--- src/rtl/fifo_wr_arbiter.sv ---
`default_nettype none
// ============================================================================
// Module      : fifo_wr_arbiter
// Description : Round-robin burst arbiter sharing one FIFO write port among
//               NREQ producers, with bursts bounded by MAX_BURST words.
// Revision    : 1.0 - initial release
// ============================================================================
module fifo_wr_arbiter #(
    parameter int NREQ      = 4,
    parameter int DW        = 8,
    parameter int MAX_BURST = 4
) (
    input  logic                 clk,
    input  logic                 rst,
    input  logic [NREQ-1:0]      req,
    input  logic [NREQ*DW-1:0]   req_data,
    input  logic [NREQ-1:0]      req_last,
    output logic [NREQ-1:0]      gnt,
    output logic [NREQ-1:0]      ack,
    output logic [2:0]           owner,
    output logic                 busy,
    output logic                 fifo_wr,
    output logic [DW-1:0]        fifo_data_in,
    input  logic                 fifo_full,
    input  logic [3:0]           fifo_cnt
);

    typedef enum logic [0:0] {
        ST_IDLE  = 1'b0,
        ST_GRANT = 1'b1
    } state_t;

    localparam logic [3:0] c_nreq      = 4'(NREQ);
    localparam logic [3:0] c_last_beat = 4'(MAX_BURST - 1);
    localparam logic [2:0] c_init_last = 3'(NREQ - 1);

    state_t            r_state;
    logic [2:0]        r_owner;
    logic [2:0]        r_last_owner;
    logic [3:0]        r_beat_cnt;
    logic [NREQ-1:0]   r_gnt;

    state_t            w_state_nxt;
    logic [2:0]        w_owner_nxt;
    logic [2:0]        w_last_nxt;
    logic [3:0]        w_beat_nxt;
    logic [NREQ-1:0]   w_gnt_nxt;

    logic              w_own_req;
    logic              w_own_last;
    logic [DW-1:0]     w_own_data;
    logic              w_acc;
    logic              w_pick_valid;
    logic [2:0]        w_pick;
    logic [NREQ-1:0]   w_pick_oh;
    logic [3:0]        w_cand;
    logic              w_unused_cnt;

    // Occupancy is informational only; the arbiter reacts to full alone.
    assign w_unused_cnt = ^fifo_cnt;

    always_comb begin
        w_own_req  = 1'b0;
        w_own_last = 1'b0;
        w_own_data = '0;
        for (int i = 0; i < NREQ; i++) begin
            if (r_owner == 3'(i)) begin
                w_own_req  = req[i];
                w_own_last = req_last[i];
                w_own_data = req_data[i*DW +: DW];
            end
        end
    end

    // Scan upward from the previous owner so it has the lowest priority.
    always_comb begin
        w_pick_valid = 1'b0;
        w_pick       = '0;
        w_pick_oh    = '0;
        w_cand       = '0;
        for (int k = 1; k <= NREQ; k++) begin
            w_cand = {1'b0, r_last_owner} + 4'(k);
            if (w_cand >= c_nreq) begin
                w_cand = w_cand - c_nreq;
            end
            for (int j = 0; j < NREQ; j++) begin
                if (!w_pick_valid && (w_cand == 4'(j)) && req[j]) begin
                    w_pick_valid = 1'b1;
                    w_pick       = 3'(j);
                    w_pick_oh    = '0;
                    w_pick_oh[j] = 1'b1;
                end
            end
        end
    end

    assign busy         = (r_state == ST_GRANT);
    assign w_acc        = busy & w_own_req & ~fifo_full;
    assign fifo_wr      = w_acc & ~rst;
    assign fifo_data_in = busy ? w_own_data : '0;
    assign gnt          = r_gnt;
    assign owner        = r_owner;

    always_comb begin
        ack = '0;
        for (int i = 0; i < NREQ; i++) begin
            ack[i] = fifo_wr & (r_owner == 3'(i));
        end
    end

    always_comb begin
        w_state_nxt = r_state;
        w_owner_nxt = r_owner;
        w_last_nxt  = r_last_owner;
        w_beat_nxt  = r_beat_cnt;
        w_gnt_nxt   = r_gnt;
        case (r_state)
            ST_IDLE: begin
                if (w_pick_valid) begin
                    w_state_nxt = ST_GRANT;
                    w_owner_nxt = w_pick;
                    w_gnt_nxt   = w_pick_oh;
                    w_beat_nxt  = '0;
                end
            end
            ST_GRANT: begin
                if (w_acc) begin
                    w_beat_nxt = r_beat_cnt + 4'd1;
                end
                if (!w_own_req || (w_acc && (w_own_last || (r_beat_cnt == c_last_beat)))) begin
                    w_state_nxt = ST_IDLE;
                    w_owner_nxt = '0;
                    w_gnt_nxt   = '0;
                    w_last_nxt  = r_owner;
                end
            end
            default: begin
                w_state_nxt = ST_IDLE;
            end
        endcase
    end

    always_ff @(posedge clk) begin
        if (rst) begin
            r_state      <= ST_IDLE;
            r_owner      <= '0;
            r_last_owner <= c_init_last;
            r_beat_cnt   <= '0;
            r_gnt        <= '0;
        end else begin
            r_state      <= w_state_nxt;
            r_owner      <= w_owner_nxt;
            r_last_owner <= w_last_nxt;
            r_beat_cnt   <= w_beat_nxt;
            r_gnt        <= w_gnt_nxt;
        end
    end

endmodule
`default_nettype wire

--- config.mk ---
export PLATFORM = sky130hd
export DESIGN_NAME = fifo_wr_arbiter
export DESIGN_NICKNAME = d
export VERILOG_FILES = /design/src/rtl/fifo_wr_arbiter.sv
export SDC_FILE = /design/constraint.sdc
export NUM_CORES = 1
export LEC_CHECK = 0
export BUFFER_PORTS_ARGS = -buffer_cell sky130_fd_sc_hd__buf_4
export CAP_MARGIN = 20
export CELL_PAD_IN_SITES_DETAIL_PLACEMENT = 0
export CELL_PAD_IN_SITES_GLOBAL_PLACEMENT = 1
export CORE_MARGIN = 2
export CORE_UTILIZATION = 32
export CTS_CLUSTER_DIAMETER = 100
export DETAILED_ROUTE_END_ITERATION = 10
export PLACE_DENSITY = 0.9
export SKIP_CTS_REPAIR_TIMING = 1
export SLEW_MARGIN = 5
export SYNTH_ARGS = -nofsm -noshare
export SYNTH_HDL_FRONTEND = slang
export SYNTH_SLANG_ARGS = --single-unit
--- constraint.sdc ---
create_clock -name clk -period 4.6 [get_ports clk]
set_input_delay 0.23 -clock clk [delete_from_list [all_inputs] [get_ports clk]]
set_output_delay 0.23 -clock clk [all_outputs]
set_load 0.005 [all_outputs]
# Yosys cells after proc, flatten, opt, wreduce, memory -nomap -nowiden
# Index checks and enable logic that the tools add are counted.
# classes
n_addsub	9
magnitude_cmp	4
eq_ne	19
mux	76
n_bitwise	10
reduce_logical	58
# ops
operator	count
4-bit 2-to-1 mux	23
3-bit 2-to-1 mux	16
8-bit 2-to-1 mux	5
4-bit by 2-bit == test with 1-bit output (second input constant)	9
1-bit logical AND	32
1-bit 2-to-1 mux	28
4-bit by 1-bit == test with 1-bit output (second input constant)	4
4-bit by 3-bit greater-or-equal comparator with 1-bit output (second input constant)	4
1-bit zero test	16
4-bit zero test	4
4-bit case mux with 2 select lines	2
4-bit by 3-bit subtractor with 4-bit output (second input constant)	4
3-bit by 2-bit adder with 4-bit output (second input constant)	2
1-bit bitwise AND	7
3-bit by 2-bit == test with 1-bit output (second input constant)	2
3-bit case mux with 2 select lines	1
2-bit AND reduction	3
3-bit by 1-bit adder with 4-bit output (second input constant)	1
3-bit by 3-bit adder with 4-bit output (second input constant)	1
4-bit by 1-bit adder with 4-bit output (second input constant)	1
2-bit by 1-bit != test with 1-bit output (second input constant)	2
3-bit by 1-bit == test with 1-bit output (second input constant)	1
3-bit zero test	1
1-bit inverter	3
other kinds (3)	4
# word_totals
reg_bits	15
in_bits	47
output_inout_bits	21
elab_cells	181

# Depth between registers and ports, before layout
# depth
depth_word	68
mapped_depth	6
ltp_nobuf	5

# Worst setup path before layout
# No wires, ideal clock.
# synth_timing
path_kind	register to register
from	reg r_owner[0], in the netlist owner[0]
to	reg r_gnt[2], in the netlist gnt[2]
setup_ns	0.115
arrival_ns	1.771
t_required_ns	4.485
setup_slack_ns	2.714
stages_incl_launch_ff	7
path_buffers	2
synth_period_minus_slack_ns	1.886
cell_sequence	dfxtp_1 buf_6 mux4_2 and2_4 buf_6 a221o_1 and3_1
# synth_via
elab_chain_len	11
elab_cells_between_ends	20
classes_between	eq/ne: 4; mux: 8; bitwise: 2; reduce/logical: 6
# synth_rtl
item	line_no	source
start, declared	38	logic [2:0] r_owner;
start signal, assigned	152	r_owner <= w_owner_nxt;
3-bit zero test	67	if (r_owner == 3'(i)) begin
1-bit 2-to-1 mux (4 in a row)	67	
1-bit bitwise AND (2 in a row)	98	assign w_acc = busy & w_own_req & ~fifo_full;
1-bit logical AND	130	if (!w_own_req || (w_acc && (w_own_last || (r_beat_cnt == c_last_beat)))) begin
1-bit logical OR (*)	130	
2-bit by 1-bit != test with 1-bit output (no source line) (*)	n/a	
2-bit AND reduction (no source line) (*)	n/a	
end signal, assigned	155	r_gnt <= w_gnt_nxt;
end, declared	41	logic [NREQ-1:0] r_gnt;
# Every way passes the cells marked *; elsewhere a longest branch is shown, timed or not.
# A chain may end at the register's enable or synchronous reset.

# Worst setup path after layout
# layout_timing
from	reg r_owner[0], in the netlist owner[0]
to	out ack[3]
# layout_via
elab_chain_len	9
elab_cells_between_ends	12
classes_between	eq/ne: 3; mux: 4; bitwise: 4; reduce/logical: 1
# layout_rtl
item	line_no	source
3-bit zero test	67	
1-bit 2-to-1 mux (4 in a row)	67	
1-bit bitwise AND (2 in a row)	98	
1-bit bitwise AND	99	assign fifo_wr = w_acc & ~rst;
1-bit bitwise AND (*)	107	ack[i] = fifo_wr & (r_owner == 3'(i));
end, declared	19	output logic [NREQ-1:0] ack,
# Marked as above.

==> results.md <==
* Synthesized instance count at 135
* Crit start category: flip-flop
* DR DRC count at 0
* Multiplexer area fraction after synthesis at 20.2%
* Simple-Gate Fraction of Synth Area at 24.7%
* GP Congestion at between 0.9 and 1
* Synthesis Warnings at 0
* Gr usage total at 17.8%
* Grt ovf at 0
* RSZ-0062 raised after global routing: no
* Status: finished, final reports clean
* Area of the die at 0.00413 mm2
* Tmin final at 2890 ps
* Number of synthesized flops with an enable pin at 0
* PD cells at 211 mW/mm2
* Worst VDD drop at 0.000108 V
* Hold slack at 233 ps
* Clk sink count at 13
* CP required at between 4000 and 5000 ps
* Routed wire length at 3.61 mm
* Worst Tran Pin Value at 922 ps
* Layout Skew at about 2.1 ps
* Routed Antenna Nets at 0
* Std cell rows at 21
* Critical Path Sink Type: primary output
* Leakage at 0.725 nW
* Slew margin rel. at 38.5%
* Total negative slack at 0 ps
* Overall power at 0.000348 W
* CTS Root Cell: clkbuf_4
* Synth top area cells: dfxtp_1 22%, mux4_2 19%, and2_1 4.3%
* Share of cells above drive strength 1 at 43.1%
* Yosys top cell area share at 22.4%
* Skew-Pair Late Insertion Delay at 280 ps
* Final hold viol count at 0
* Met3 Usage GRT at 4.40%
* Synth unique cells at 43
* Post-synthesis compound-gate area fraction at 22.8%
* Initial Util at roughly a third
* Met1 GRT Util at 21.3%
* Async SR Flop Fraction at 0%
* Vias in the first global route at 1,261
* TritonCTS Buffers at 3
* DP HPWL at 2.74 mm
* # nets final at 237
* Post-synth top area cell: dfxtp_1
* Flop and latch count out of synthesis at 13
* I/O pins at 68
* Initial drt markers at 39
* Core footprint at between 0.003 and 0.004 mm2
* Ant. Diodes at 0
* Non-Filler Instances at 234
* WL/cell at 15.4 um
* Final slew viol count at 0
* HP Class: primary input to flip-flop
* Largest net degree at the start of global routing at 23
* Synthesized area per cell at 8.61 um2
* Detailed-route via count at 1,288
* Mapped cell area at 0.00116 mm2
* Die height at 64.3 um
* Initial antenna violation count at 0
* Crit Path Class: flip-flop to primary output
* Die X at 64.3 um
* Crit-path max FO at 19
* Inst Count DP at 230
* Total of max-cap violations at 0
* Adder-cell share of the synthesized area at under 10%
* DRT Pass-1 Iters at 6
* Clk pin slew, worst setup/hold paths at 90 ps
* Top_reg_cell synth: dfxtp_1
* XOR/XNOR share of the synthesized area at 0%
* Largest family of logic cells by synthesized area: simple AND/OR/NAND/NOR gates
* H-tree levels at 1
* Grt met2 use at 31.8%
* Critical Path AT at 2660 ps
* Final setup viols at 0
* Global-route wire length before repair at 5.86 mm
* Synthesized net count at 183
* DR vias/cell at 5.50
* Clock Path Buffers at 2
* Area Overhead vs Synth at 41.7%
* Fmax at 346 MHz
* Crit share post-route at around 63%
* CTS tree: yes
* GR peak layer: met2
* Register area share after synthesis at 22.4%
* Buffers added on ports at 62
sequential cells by signal, summed over array words and instances, names as in the netlist:
signal,flops
owner,2
busy,1
r_beat_cnt,4
r_last_owner,2
gnt,4
per-stage QoR:
step           worst slack (ps)  util [%]  area, um2
2_1_floorplan              2710         -       1160
3_3_place_gp               2030      47.2       1610
3_5_place_dp               1990      47.4       1620
4_1_cts                    1670      48.2       1650
5_1_grt                    1420      48.2       1650
6_report                   1710      48.2       1650
logic make-up after synthesis:
kind of cell,after synthesis
AND/OR/NAND/NOR,51
flip-flops,13
multiplexers,11
other,1
AO/OA/AOI/OAI,37
buffers and inverters,21
adder cells (fa/ha/maj),1
report_power, final:
group	internal [W]	total (W)	leakage, nW	switching [W]
Clock	0.0000337	0.0000755	0.0150	0.0000418
Combinational	0.0000805	0.000130	0.604	0.0000496
Sequential	0.000120	0.000142	0.106	0.0000226
worst max-delay path, cell delays in order, from the launching register on:
cell     delay [ps]
dfxtp_1         940
mux4_2          660
nand3_1         330
nor2_1          120
and3_1          200
buf_4           130
layer usage:
| layer | wire [um] | vias up |
|---|---|---|
| met3 | 335 | 5 |
| met2 | 1690 | 60 |
| met1 | 1550 | 609 |
| met4 | 39 | 0 |
| li1 | - | 614 |
| met5 | 0 | - |
Yosys cell counts, drive strengths merged, types with 2 or more instances:
library cell,n
inv,7
nand2b,3
dfxtp,13
or3b,2
clkbuf,9
and2,9
nor2b,3
a21oi,6
and3,4
nor3,4
o21ai,4
mux4,10
nand3,5
o31ai,2
nor4b,2
nand2,7
o221ai,3
o211ai,5
o211a,2
nor2,7
buf,5
a31oi,4
a21o,3
a211oi,3
placed cells by master, fill, tap and decap left out, types with 2 or more instances in the layout:
cell,n
nor4b_1,2
o211a_1,2
o221ai_1,3
a211oi_1,3
buf_4,63
and3_1,4
nand2_1,7
nand2b_1,3
dfxtp_1,13
a21oi_1,6
inv_1,7
a21o_1,3
o21ai_0,2
or3b_2,2
a31oi_1,4
nor2_1,7
and2_1,8
mux4_2,10
clkbuf_4,3
o31ai_1,2
nor3_1,4
nand3_1,5
nor2b_1,3
o211ai_1,5
cell type report:
type	instances	area [um2]
clock buffers	4	26.3
multi-input cells	101	803
inverters	7	26.3
fillers	347	1770
flip-flops and latches	13	260
well taps	46	57.6
repair buffers	63	473
final timing paths:
kind | to | depth (start not counted) | from | slack, ps
worst min-delay path | r_beat_cnt[1] | 2 | rst | 230
worst min register to register | gnt[0] | 2 | gnt[0] | 460
worst max-delay path | ack[3] | 5 | owner[0] | 1710
worst max register to register | r_beat_cnt[2] | 4 | owner[0] | 2140
Power figures use the tool's default switching activity.
